$ cat src/rtl/program_loader.sv
// Boot loader: writes a little-endian ADDR/LEN/payload byte stream into memory while holding the cpu in reset,
// then releases it and passes the cpu bus straight through. Define LOADER_CHECKSUM_EN for a trailing checksum byte.
module program_loader #(
  parameter int HOLD_CYCLES = 4
) (
  input  logic        clk,
  input  logic        rst,
  input  logic        in_valid,
  input  logic [7:0]  in_data,
  output logic        in_ready,
  input  logic        reload,
  input  logic [15:0] cpu_address,
  input  logic [7:0]  cpu_data_write,
  input  logic        cpu_read_write,
  output logic [15:0] mem_address,
  output logic [7:0]  mem_data_write,
  output logic        mem_read_write,
  output logic        cpu_rst_n,
  output logic        busy,
  output logic        error
);

  typedef enum logic [3:0] {
    S_ADDRL,
    S_ADDRH,
    S_LENL,
    S_LENH,
    S_DATA,
    S_HOLD,
`ifdef LOADER_CHECKSUM_EN
    S_CSUM,
    S_ERR,
`endif
    S_RUN
  } state_t;

  state_t      state_reg, state_next;
  logic        ready_en_reg;
  logic [15:0] ptr_reg;
  logic [15:0] len_reg;
  logic        wr_pulse_reg;
  logic [15:0] wr_addr_reg;
  logic [7:0]  wr_data_reg;
  logic [15:0] hold_cnt_reg;
  logic        xfer;
  logic        accept_state;
`ifdef LOADER_CHECKSUM_EN
  logic [7:0]  sum_reg;
`endif

  always_comb begin
    accept_state = 1'b0;
    case (state_reg)
      S_ADDRL, S_ADDRH, S_LENL, S_LENH, S_DATA: accept_state = 1'b1;
`ifdef LOADER_CHECKSUM_EN
      S_CSUM:                                   accept_state = 1'b1;
`endif
      default:                                  accept_state = 1'b0;
    endcase
  end

  // ready_en_reg keeps in_ready low during the cycle right after reset
  assign in_ready = ready_en_reg & accept_state;
  // reload takes priority: a byte offered alongside it is dropped
  assign xfer     = in_valid & in_ready & ~reload;

  always_ff @(posedge clk or negedge rst) begin
    if (!rst) begin
      state_reg <= S_ADDRL;
    end else begin
      state_reg <= state_next;
    end
  end

  always_comb begin
    state_next = state_reg;
    if (reload) begin
      state_next = S_ADDRL;
    end else begin
      case (state_reg)
        S_ADDRL: if (xfer) state_next = S_ADDRH;
        S_ADDRH: if (xfer) state_next = S_LENL;
        S_LENL:  if (xfer) state_next = S_LENH;
        S_LENH: begin
          if (xfer) begin
            if ({in_data, len_reg[7:0]} != 16'h0000) begin
              state_next = S_DATA;
            end else begin
`ifdef LOADER_CHECKSUM_EN
              state_next = S_CSUM;
`else
              state_next = S_HOLD;
`endif
            end
          end
        end
        S_DATA: begin
          if (xfer && len_reg == 16'h0001) begin
`ifdef LOADER_CHECKSUM_EN
            state_next = S_CSUM;
`else
            state_next = S_HOLD;
`endif
          end
        end
`ifdef LOADER_CHECKSUM_EN
        S_CSUM: begin
          if (xfer) begin
            state_next = (8'(sum_reg + in_data) == 8'h00) ? S_HOLD : S_ERR;
          end
        end
        S_ERR: state_next = S_ERR;
`endif
        S_HOLD: if (hold_cnt_reg == 16'(HOLD_CYCLES - 1)) state_next = S_RUN;
        S_RUN:  state_next = S_RUN;
        default: state_next = S_ADDRL;
      endcase
    end
  end

  always_ff @(posedge clk or negedge rst) begin
    if (!rst) begin
      ready_en_reg <= 1'b0;
      ptr_reg      <= 16'h0000;
      len_reg      <= 16'h0000;
      wr_pulse_reg <= 1'b0;
      wr_addr_reg  <= 16'h0000;
      wr_data_reg  <= 8'h00;
      hold_cnt_reg <= 16'h0000;
`ifdef LOADER_CHECKSUM_EN
      sum_reg      <= 8'h00;
`endif
    end else begin
      ready_en_reg <= 1'b1;
      wr_pulse_reg <= 1'b0;
      hold_cnt_reg <= (state_reg == S_HOLD) ? hold_cnt_reg + 16'h0001 : 16'h0000;
      if (xfer) begin
        case (state_reg)
          S_ADDRL: ptr_reg[7:0]  <= in_data;
          S_ADDRH: ptr_reg[15:8] <= in_data;
          S_LENL:  len_reg[7:0]  <= in_data;
          S_LENH: begin
            len_reg[15:8] <= in_data;
`ifdef LOADER_CHECKSUM_EN
            sum_reg       <= 8'h00;
`endif
          end
          S_DATA: begin
            wr_pulse_reg <= 1'b1;
            wr_addr_reg  <= ptr_reg;
            wr_data_reg  <= in_data;
            ptr_reg      <= ptr_reg + 16'h0001;
            len_reg      <= len_reg - 16'h0001;
`ifdef LOADER_CHECKSUM_EN
            sum_reg      <= sum_reg + in_data;
`endif
          end
          default: ;
        endcase
      end
    end
  end

  assign busy      = (state_reg != S_RUN);
  assign cpu_rst_n = (state_reg == S_RUN);
`ifdef LOADER_CHECKSUM_EN
  assign error     = (state_reg == S_ERR);
`else
  assign error     = 1'b0;
`endif

  // Run mode is a pure combinational bypass so cpu accesses see no added latency
  always_comb begin
    if (state_reg == S_RUN) begin
      mem_address    = cpu_address;
      mem_data_write = cpu_data_write;
      mem_read_write = cpu_read_write;
    end else begin
      mem_address    = wr_addr_reg;
      mem_data_write = wr_data_reg;
      mem_read_write = ~wr_pulse_reg;
    end
  end

endmodule
$ cat config.mk
export PLATFORM = sky130hd
export DESIGN_NAME = program_loader
export DESIGN_NICKNAME = d
export VERILOG_FILES = /design/src/rtl/program_loader.sv
export SDC_FILE = /design/constraint.sdc
export NUM_CORES = 1
export LEC_CHECK = 0
export BUFFER_PORTS_ARGS = -buffer_cell sky130_fd_sc_hd__buf_2
export CELL_PAD_IN_SITES_DETAIL_PLACEMENT = 1
export CELL_PAD_IN_SITES_GLOBAL_PLACEMENT = 2
export CORE_MARGIN = 2
export CORE_UTILIZATION = 36
export DETAILED_ROUTE_END_ITERATION = 7
export PLACE_DENSITY = 0.84
export SYNTH_ARGS = -nofsm -noshare
export SYNTH_HDL_FRONTEND = slang
export SYNTH_SLANG_ARGS = --single-unit
export TNS_END_PERCENT = 50
$ cat constraint.sdc
create_clock -name clk -period 4 [get_ports clk]
set_input_delay 0 -clock clk [delete_from_list [all_inputs] [get_ports clk]]
set_output_delay 0 -clock clk [all_outputs]
set_load 0.02 [all_outputs]
==> metrics, run 1 <==
status=finished, violations left; failing checks=DRC; initial antenna violation count=0; Max Cap Viol=0; final setup fails=0; Mean Syn Cell Area=8.042 um^2; final WL=12220 um; Via density=5.385; post-cts sizing count=0; CP endpoint kind=flip-flop; Worst Slack Setup Final=1686 ps; GR Util met1=0.2889; multi-input logic area=0.002202 mm^2; fmax=432.2 MHz; R2R Setup Slk=1690 ps; Yosys top cell area share=0.4512; CP Max Fanout=26; DR WL/cell=16.49 um; Max clock buf depth=2; Hold WS=8.537 ps; Hold Path Class=primary input to flip-flop; synth top area cells=dfrtp_1 (45%), nand2_1 (15%), nor2_1 (4.0%); die footprint=0.01275 mm^2; setup slack at placement=1672 ps; worst path required time=4190 ps; Clock Skew=7.156 ps; Cell variety after synth=55; Finished Core Util=0.4387; vias in the first global route=4052; RSZ-0062 raised after global routing=false; asr flop ratio synth=1.000; Detailed Routing Iterations Pass 1=7; ANT cells=0; largest net degree at the start of global routing=78; GRT Resource Usage Total=0.2026; post-route ant nets=0; area grow syn2layout=18.31%; global-route wire length before repair=20810 um; crit share post-route=0.5784; TritonCTS clock tree=built; Synth Net Count=573; layout cells sized above 1=0.1639; Starting Density=0.3708; # clock sinks=77; PD cells=396.2 mW/mm^2; static leakage=0.002419 uW; Root Buffer=clkbuf_16; EDFF count, synth=0; Setup CP Type=flip-flop to flip-flop; Mapped Cells=531; DR iter-0 viols=177; CTS H-tree lvls=3; storage element area=0.001927 mm^2; # rows=39; Synth Cell Area=0.004270 mm^2; fillers=1422; worst-margin pin slew=995.2 ps; GRT met3 Usage=0.03535; grt met2 use=0.3181; drt drc=14; IO Port Bufs=64; chip height=112.9 um; Slew Limit Fails=0; crit path DAT=2500 ps; postcts setup bufs=0; Final TNS setup=0 ps; post-layout min period=2314 ps; # IOs=66; Core ar.=0.01152 mm^2; CP Launch Type=flip-flop; worst skew pair latency=340 ps; post-DP HPWL=8673 um; #FFs+latches synth=77; die width=112.9 um; GP Congestion=0.8551; Post-CTS Hold Fix Bufs=9; grt ovf=0; leading area contributor after synthesis=dfrtp_1; Synth Flop Type=dfrtp_1; via count=3990; Final Hold Vio Count=0; Num CTS Buffers=9; Nets=636; Clock Pin Slew Worst Setup and Hold Paths=50 ps; Ys Warns=0; gr busiest metal=met2; relative slew slack=0.3365; register area share after synthesis=0.4512; largest vdd supply drop=206.9 uV
==> layer usage <==
layer | vias to the layer above | share of wire
met3 | 15 | 0.052
li1 | 1970 | -
met4 | 0 | 0.016
met2 | 99 | 0.46
met1 | 1906 | 0.48
met5 | - | 0
==> synthesized netlist by cell type (4+ instances only) <==
cell type	n
nor3_1	13
and3_1	5
o22ai_1	4
nor4_1	9
xnor2_1	8
buf_2	6
ha_1	5
dfrtp_1	77
or4_1	5
clkbuf_1	15
nor2_1	45
nand4_1	6
buf_1	4
xor2_1	8
nand3_1	17
a21oi_1	29
a31oi_1	11
o22a_1	7
nand2_1	169
o21ai_0	27
inv_1	5
a22o_1	7
==> worst paths after layout <==
kind | from | to | cells after the start
max reg2reg | state_reg[1]$_DFFE_PN0P_ | ptr_reg[14]$_DFFE_PN0P_ | 6
min in group asynchronous | rst | hold_cnt_reg[3]$_DFF_PN0_ | 2
max in group asynchronous | rst | ptr_reg[15]$_DFFE_PN0P_ | 2
min | reload | state_reg[2]$_DFFE_PN0P_ | 2
min reg2reg | wr_data_reg[4]$_DFFE_PN0P_ | wr_data_reg[4]$_DFFE_PN0P_ | 2
max | state_reg[1]$_DFFE_PN0P_ | ptr_reg[14]$_DFFE_PN0P_ | 6
==> power by group <==
part           internal (uW)  switching [uW]  total [uW]
logic                    130             177         308
registers                853             111         965
clock network            432             297         729
==> cell usage in the layout (no fill, tap or decap), types with 8 or more instances in the layout <==
cell type,count
dfrtp_1,77
clkbuf_16,9
dlygate4sd3_1,9
nor3_1,13
xnor2_1,8
nor2_1,45
a31oi_1,11
o21ai_0,27
buf_2,63
a21oi_1,29
nand2_1,169
xor2_1,8
nor4_1,9
nand3_1,17
==> kinds of logic (layout without fill, tap and decap cells) <==
kind of cell	Yosys count	count (layout)	share of synthesized area
buf+inv	34	101	0.03428
mux	1	1	0.002637
flops	77	77	0.4512
xor+xnor	16	16	0.03282
simple gates	289	289	0.3006
compound gates	107	107	0.1620
other cells	2	2	0.001759
fa+ha+maj	5	5	0.01465
==> through the flow <==
step / area, um^2 / total power (uW) / std cells
floorplan: 4270 / 1156 / 531
finish: 5052 / 2002 / 741
global placement: 4702 / 1260 / 717
CTS: 5052 / 2025 / 741
global route: 5052 / 2108 / 741
detailed placement: 4702 / 1278 / 717
==> cell type report <==
| type | instances | area share |
|---|---|---|
| clock buffer | 13 | 0.04953 |
| clock inverter | 2 | 0.001981 |
| inverter | 7 | 0.005201 |
| timing repair buffer | 79 | 0.09064 |
| multi-input combinational | 420 | 0.4359 |
| tap | 143 | 0.03541 |
| sequential | 77 | 0.3814 |
==> worst max-delay path: stages, from the launching register on <==
cell      delay, ps
dfrtp_1         650
xnor2_1         220
nor4_4          400
nand2_1         140
buf_4           240
inv_2           350
a311oi_1        160
(Power assumes the default switching activity.)
==> run 2, diff against run 1 <==
Settings changed: CORE_UTILIZATION 36 to 30, PLACE_DENSITY 0.84 to 0.75.
Clock period 4 ns to 2.07 ns, I/O delays scaled along.
==> metrics, run 2 (same netlist as run 1, synthesis figures left out) <==
Num CTS Buffers=9; crit share post-route=0.9475; Via density=5.072; CTS H-tree lvls=3; PD cells=784.6 mW/mm^2; # clock sinks=77; die footprint=0.01521 mm^2; DR WL/cell=16.05 um; RSZ-0062 raised after global routing=false; Core ar.=0.01388 mm^2; drt drc=0; post-route ant nets=0; commonest non-fill, non-tap cell in the layout=nand2_1; IO Port Bufs=64; Starting Density=0.3076; post-DP HPWL=9340 um; most used cell, CP=or2_4; GRT Resource Usage Total=0.1789; # rows=43; Max clock buf depth=2; crit path DAT=2250 ps; fillers=1700; CP Launch Type=flip-flop; ANT cells=0; Slowest Stage Delay on Critical Path=610 ps; worst-margin pin slew=609.2 ps; Detailed Routing Iterations Pass 1=4; grt met2 use=0.2881; TritonCTS clock tree=built; largest vdd supply drop=322.0 uV; Power Total=4171 uW; CP top delay family=simple AND/OR/NAND/NOR gates; fmax=509.8 MHz; gr busiest metal=met2; Root Buffer=clkbuf_16; final setup fails=0; Hold WS=212.4 ps; Nets=652; post-layout min period=1961 ps; most frequent cells in the layout=nand2_1 (169), dfrtp_1 (77), buf_2 (63), nor2_1 (44), a21oi_1 (29); Post-DP Area=0.004886 mm^2; worst skew pair latency=350 ps; Hold Path Class=primary input to async pin; Final Cell Area=0.005316 mm^2; global-route wire length before repair=21270 um; CP Max Fanout=6; GRT met3 Usage=0.02260; vias in the first global route=4159; largest net degree at the start of global routing=45; Clock Skew=6.601 ps; area grow syn2layout=24.49%; final WL=12760 um; static leakage=0.002526 uW; initial antenna violation count=0; CP max-delay cell=or4_1; Slew Limit Fails=0; # IOs=66; chip height=123.3 um; CP endpoint kind=flip-flop; Final Hold Vio Count=0; layout cells sized above 1=0.1951; Clock Pin Slew Worst Setup and Hold Paths=60 ps; relative slew slack=0.5939; Max Cap Viol=0; buffer and inverter count on the worst path=0; crit-path cells=or4_1 > or2_4 > or2_4 > o31ai_4 > a22o_1; worst path required time=2360 ps; grt ovf=0; status=completed; via count=4032; GR Util met1=0.2478; GP Congestion=0.8458; DR iter-0 viols=216; die width=123.3 um; Setup CP Type=flip-flop to flip-flop
-- run 2: metrics by stage --
step           setup WS, ps  TNS (ps)  std cells  utilization
6_report              108.6         0        795       0.3830
3_3_place_gp          81.17         0        769       0.3520
5_1_grt               6.082         0        795       0.3830
2_1_floorplan         141.3         0        531            -
3_5_place_dp         -37.48    -47.97        769       0.3520
4_1_cts               28.76         0        795       0.3816
-- run 2: area by class of cell --
class | instances | area (um^2) | area share
Timing Repair Buffer | 95 | 605.6 | 0.1139
Multi-Input combinational cell | 420 | 2230 | 0.4194
Sequential cell | 77 | 1927 | 0.3624
Clock buffer | 11 | 242.7 | 0.04566
Clock inverter | 5 | 60.06 | 0.01130
Inverter | 7 | 26.28 | 0.004942
Tap cell | 180 | 225.2 | 0.04236
-- run 2: worst paths after layout --
check / from / endpoint / slack, ps / cells past startpoint
max: len_reg[3]$_DFFE_PN0P_ / len_reg[9]$_DFFE_PN0P_ / 110 / 5
min: rst / hold_cnt_reg[5]$_DFF_PN0_ / 210 / 2
max reg2reg: len_reg[3]$_DFFE_PN0P_ / len_reg[9]$_DFFE_PN0P_ / 110 / 5
max in group asynchronous: rst / wr_addr_reg[6]$_DFFE_PN0P_ / 1250 / 3
min reg2reg: wr_addr_reg[10]$_DFFE_PN0P_ / wr_addr_reg[10]$_DFFE_PN0P_ / 470 / 2
min in group clk: cpu_address[12] / mem_address[12] / 300 / 4
-- run 2: routing by layer --
metal,wire length (um),vias up
li1,-,1993
met1,6420,1957
met2,5701,70
met3,467,12
met4,170,0
met5,0,-
-- run 2: repair_timing --
action                                 in CTS  in global routing
gates resized for setup                     2                  6
endpoints found under the hold margin      52                  0
setup endpoints to repair                   4                  8
buffers inserted                            0                  0
hold buffers                               10                  0
-- run 2: report_power, final --
part,switching (uW),internal [uW]
sequential,198,1650
clock,659,967
combinational,393,307
==> run 3, diff against run 2 <==
Settings changed: CORE_ASPECT_RATIO from default to 0.75.
==> metrics, run 3 (same netlist as run 1, synthesis figures left out) <==
CTS H-tree lvls=3; GP Congestion=0.8229; Max Cap Viol=0; Finished Core Util=0.3843; die width=141.8 um; vias in the first global route=4169; Net Sw Frac=0.3076; multi-input logic area=0.002237 mm^2; layout cells sized above 1=0.2006; commonest non-fill, non-tap cell in the layout=nand2_1; crit path DAT=2260 ps; final setup fails=0; final WL=13240 um; hold path endpoint=state_reg[2]$_DFFE_PN0P_; Gate power share=0.178; CP max-delay cell=or4_4; CP endpoint kind=flip-flop; cell count of the worst hold path=2; Max clock buf depth=2; GRT Resource Usage Total=0.1841; static leakage=0.002527 uW; Setup CP Type=flip-flop to flip-flop; grt ovf=0; die footprint=0.01521 mm^2; largest net degree at the start of global routing=45; PD cells=763.4 mW/mm^2; CP Max Fanout=6; Worst Min Path Start=reload; Final Hold Vio Count=0; Reg2Reg Capture Point=len_reg[13]$_DFFE_PN0P_; Clock Skew=8.317 ps; worst skew pair latency=350 ps; CP Launch Type=flip-flop; relative slew slack=0.5917; # IOs=66; Nets=655; Final Cell Area=0.005301 mm^2; Hold Path Class=primary input to flip-flop; post-DP HPWL=9622 um; buffer and inverter count on the worst path=0; r2r worst-path depth=5; Slowest Stage Delay on Critical Path=600 ps; Root Buffer=clkbuf_16; Crit. Startpoint=len_reg[5]$_DFFE_PN0P_; Num CTS Buffers=9; worst path required time=2300 ps; drt drc=0; largest vdd supply drop=381.4 uV; worst-margin pin slew=612.4 ps; chip height=107.3 um; postcts setup bufs=0; crit-path cells=or4_4 > or2_4 > nor3_1 > o21ai_0 > a22o_1; fillers=1691; DR WL/cell=16.70 um; IO Port Bufs=64; most frequent cells in the layout=nand2_1 (169), dfrtp_1 (77), buf_2 (63), nor2_1 (44), a21oi_1 (29); R2R Setup Slk=30 ps; Detailed Routing Iterations Pass 1=5; Cell Count, Final, Fillers Out=793; post-route ant nets=0; initial antenna violation count=0; Inst Count DP=768; Post-DP Area=0.004897 mm^2; Slew Limit Fails=0; via count=4088; design internal power=2802 uW; global-route wire length before repair=21960 um; ANT cells=0; Starting Density=0.3095; Clock power frac=0.368; fmax=491.1 MHz; status=completed; Core ar.=0.01380 mm^2; Via density=5.155; # rows=37; TritonCTS clock tree=built; post-layout min period=2036 ps; area grow syn2layout=24.14%; DR iter-0 viols=226; crit share post-route=0.9836; CP top delay family=simple AND/OR/NAND/NOR gates; launching point of the worst reg2reg path=len_reg[5]$_DFFE_PN0P_; # clock sinks=77; storage element area=0.001927 mm^2; sequential share of power=0.454; Psw=1245 uW; Clock Pin Slew Worst Setup and Hold Paths=60 ps
run 3: cell count changes in the layout (fill, tap and decap cells not counted):
| cell | delta |
|---|---|
| clkinv_2 | +1 |
| buf_4 | +5 |
| clkinv_4 | +1 |
| o21ai_0 | +1 |
| dlygate4sd3_1 | -1 |
| a211oi_4 | +1 |
| o21ai_1 | -1 |
| buf_12 | -1 |
| bufinv_16 | -1 |
| clkinvlp_4 | -1 |
| a211oi_2 | -1 |
run 3: layout make-up:
class,count,area share
inverter,7,0.004956
timing repair buffer,98,0.1156
tap,175,0.04130
clock inverter,5,0.006844
sequential,77,0.3635
clock buffer,11,0.04579
multi-input combinational,420,0.4220
run 3: power groups by stage:
stage | Combinational, uW | Clock, uW | Sequential, uW
CTS | 679 | 1530 | 1830
global placement | 632 | 0 | 1840
floorplan | 417 | 0 | 1820
finish | 721 | 1490 | 1840
detailed placement | 656 | 0 | 1860
global route | 801 | 1600 | 1860
run 3: timing repair:
item / CTS / global route
hold buffers: 9 / 0
resized for setup: 1 / 7
endpoints found under the setup margin: 1 / 8
pin swaps: 0 / 0
hold endpoints to repair: 51 / 0
run 3: layer usage:
| metal | vias to the layer above | routed length [um] | share of wire | track usage |
|---|---|---|---|---|
| met1 | 1992 | 6694 | 0.51 | 0.2632 |
| met2 | 95 | 5679 | 0.43 | 0.2781 |
| met4 | 0 | 138 | 0.010 | 0.04143 |
| li1 | 1991 | - | - | - |
| met3 | 10 | 728 | 0.055 | 0.05071 |
| met5 | - | 0 | 0 | 0 |
run 3: worst max path at each step:
stage | endpoint | slack [ps] | depth (start not counted)
after floorplan | len_reg[9]$_DFFE_PN0P_ | 140 | 6
after global placement | len_reg[12]$_DFFE_PN0P_ | 80 | 6
after detailed placement | len_reg[8]$_DFFE_PN0P_ | 7 | 6
after CTS | len_reg[12]$_DFFE_PN0P_ | 8 | 6
after global routing | len_reg[13]$_DFFE_PN0P_ | -40 | 5
final | len_reg[13]$_DFFE_PN0P_ | 30 | 5
run 3: worst reg2reg max path, cell delays in order, from the launching register on:
cell and delay, ps:
dfrtp_1 440, or4_4 600, or2_4 310, nor3_1 170, o21ai_0 130, a22o_1 260
run 3: per-stage QoR:
step                      power [uW]  setup TNS [ps]  hold WS (ps)  setup WS (ps)
after floorplan                 2234               0        -295.6          141.3
after global placement          2477               0         66.30          82.33
after detailed placement        2512               0         72.05          7.141
after CTS                       4044               0         12.13          7.624
after global routing            4267          -50.97         44.04         -40.84
final                           4047               0         32.76          33.90
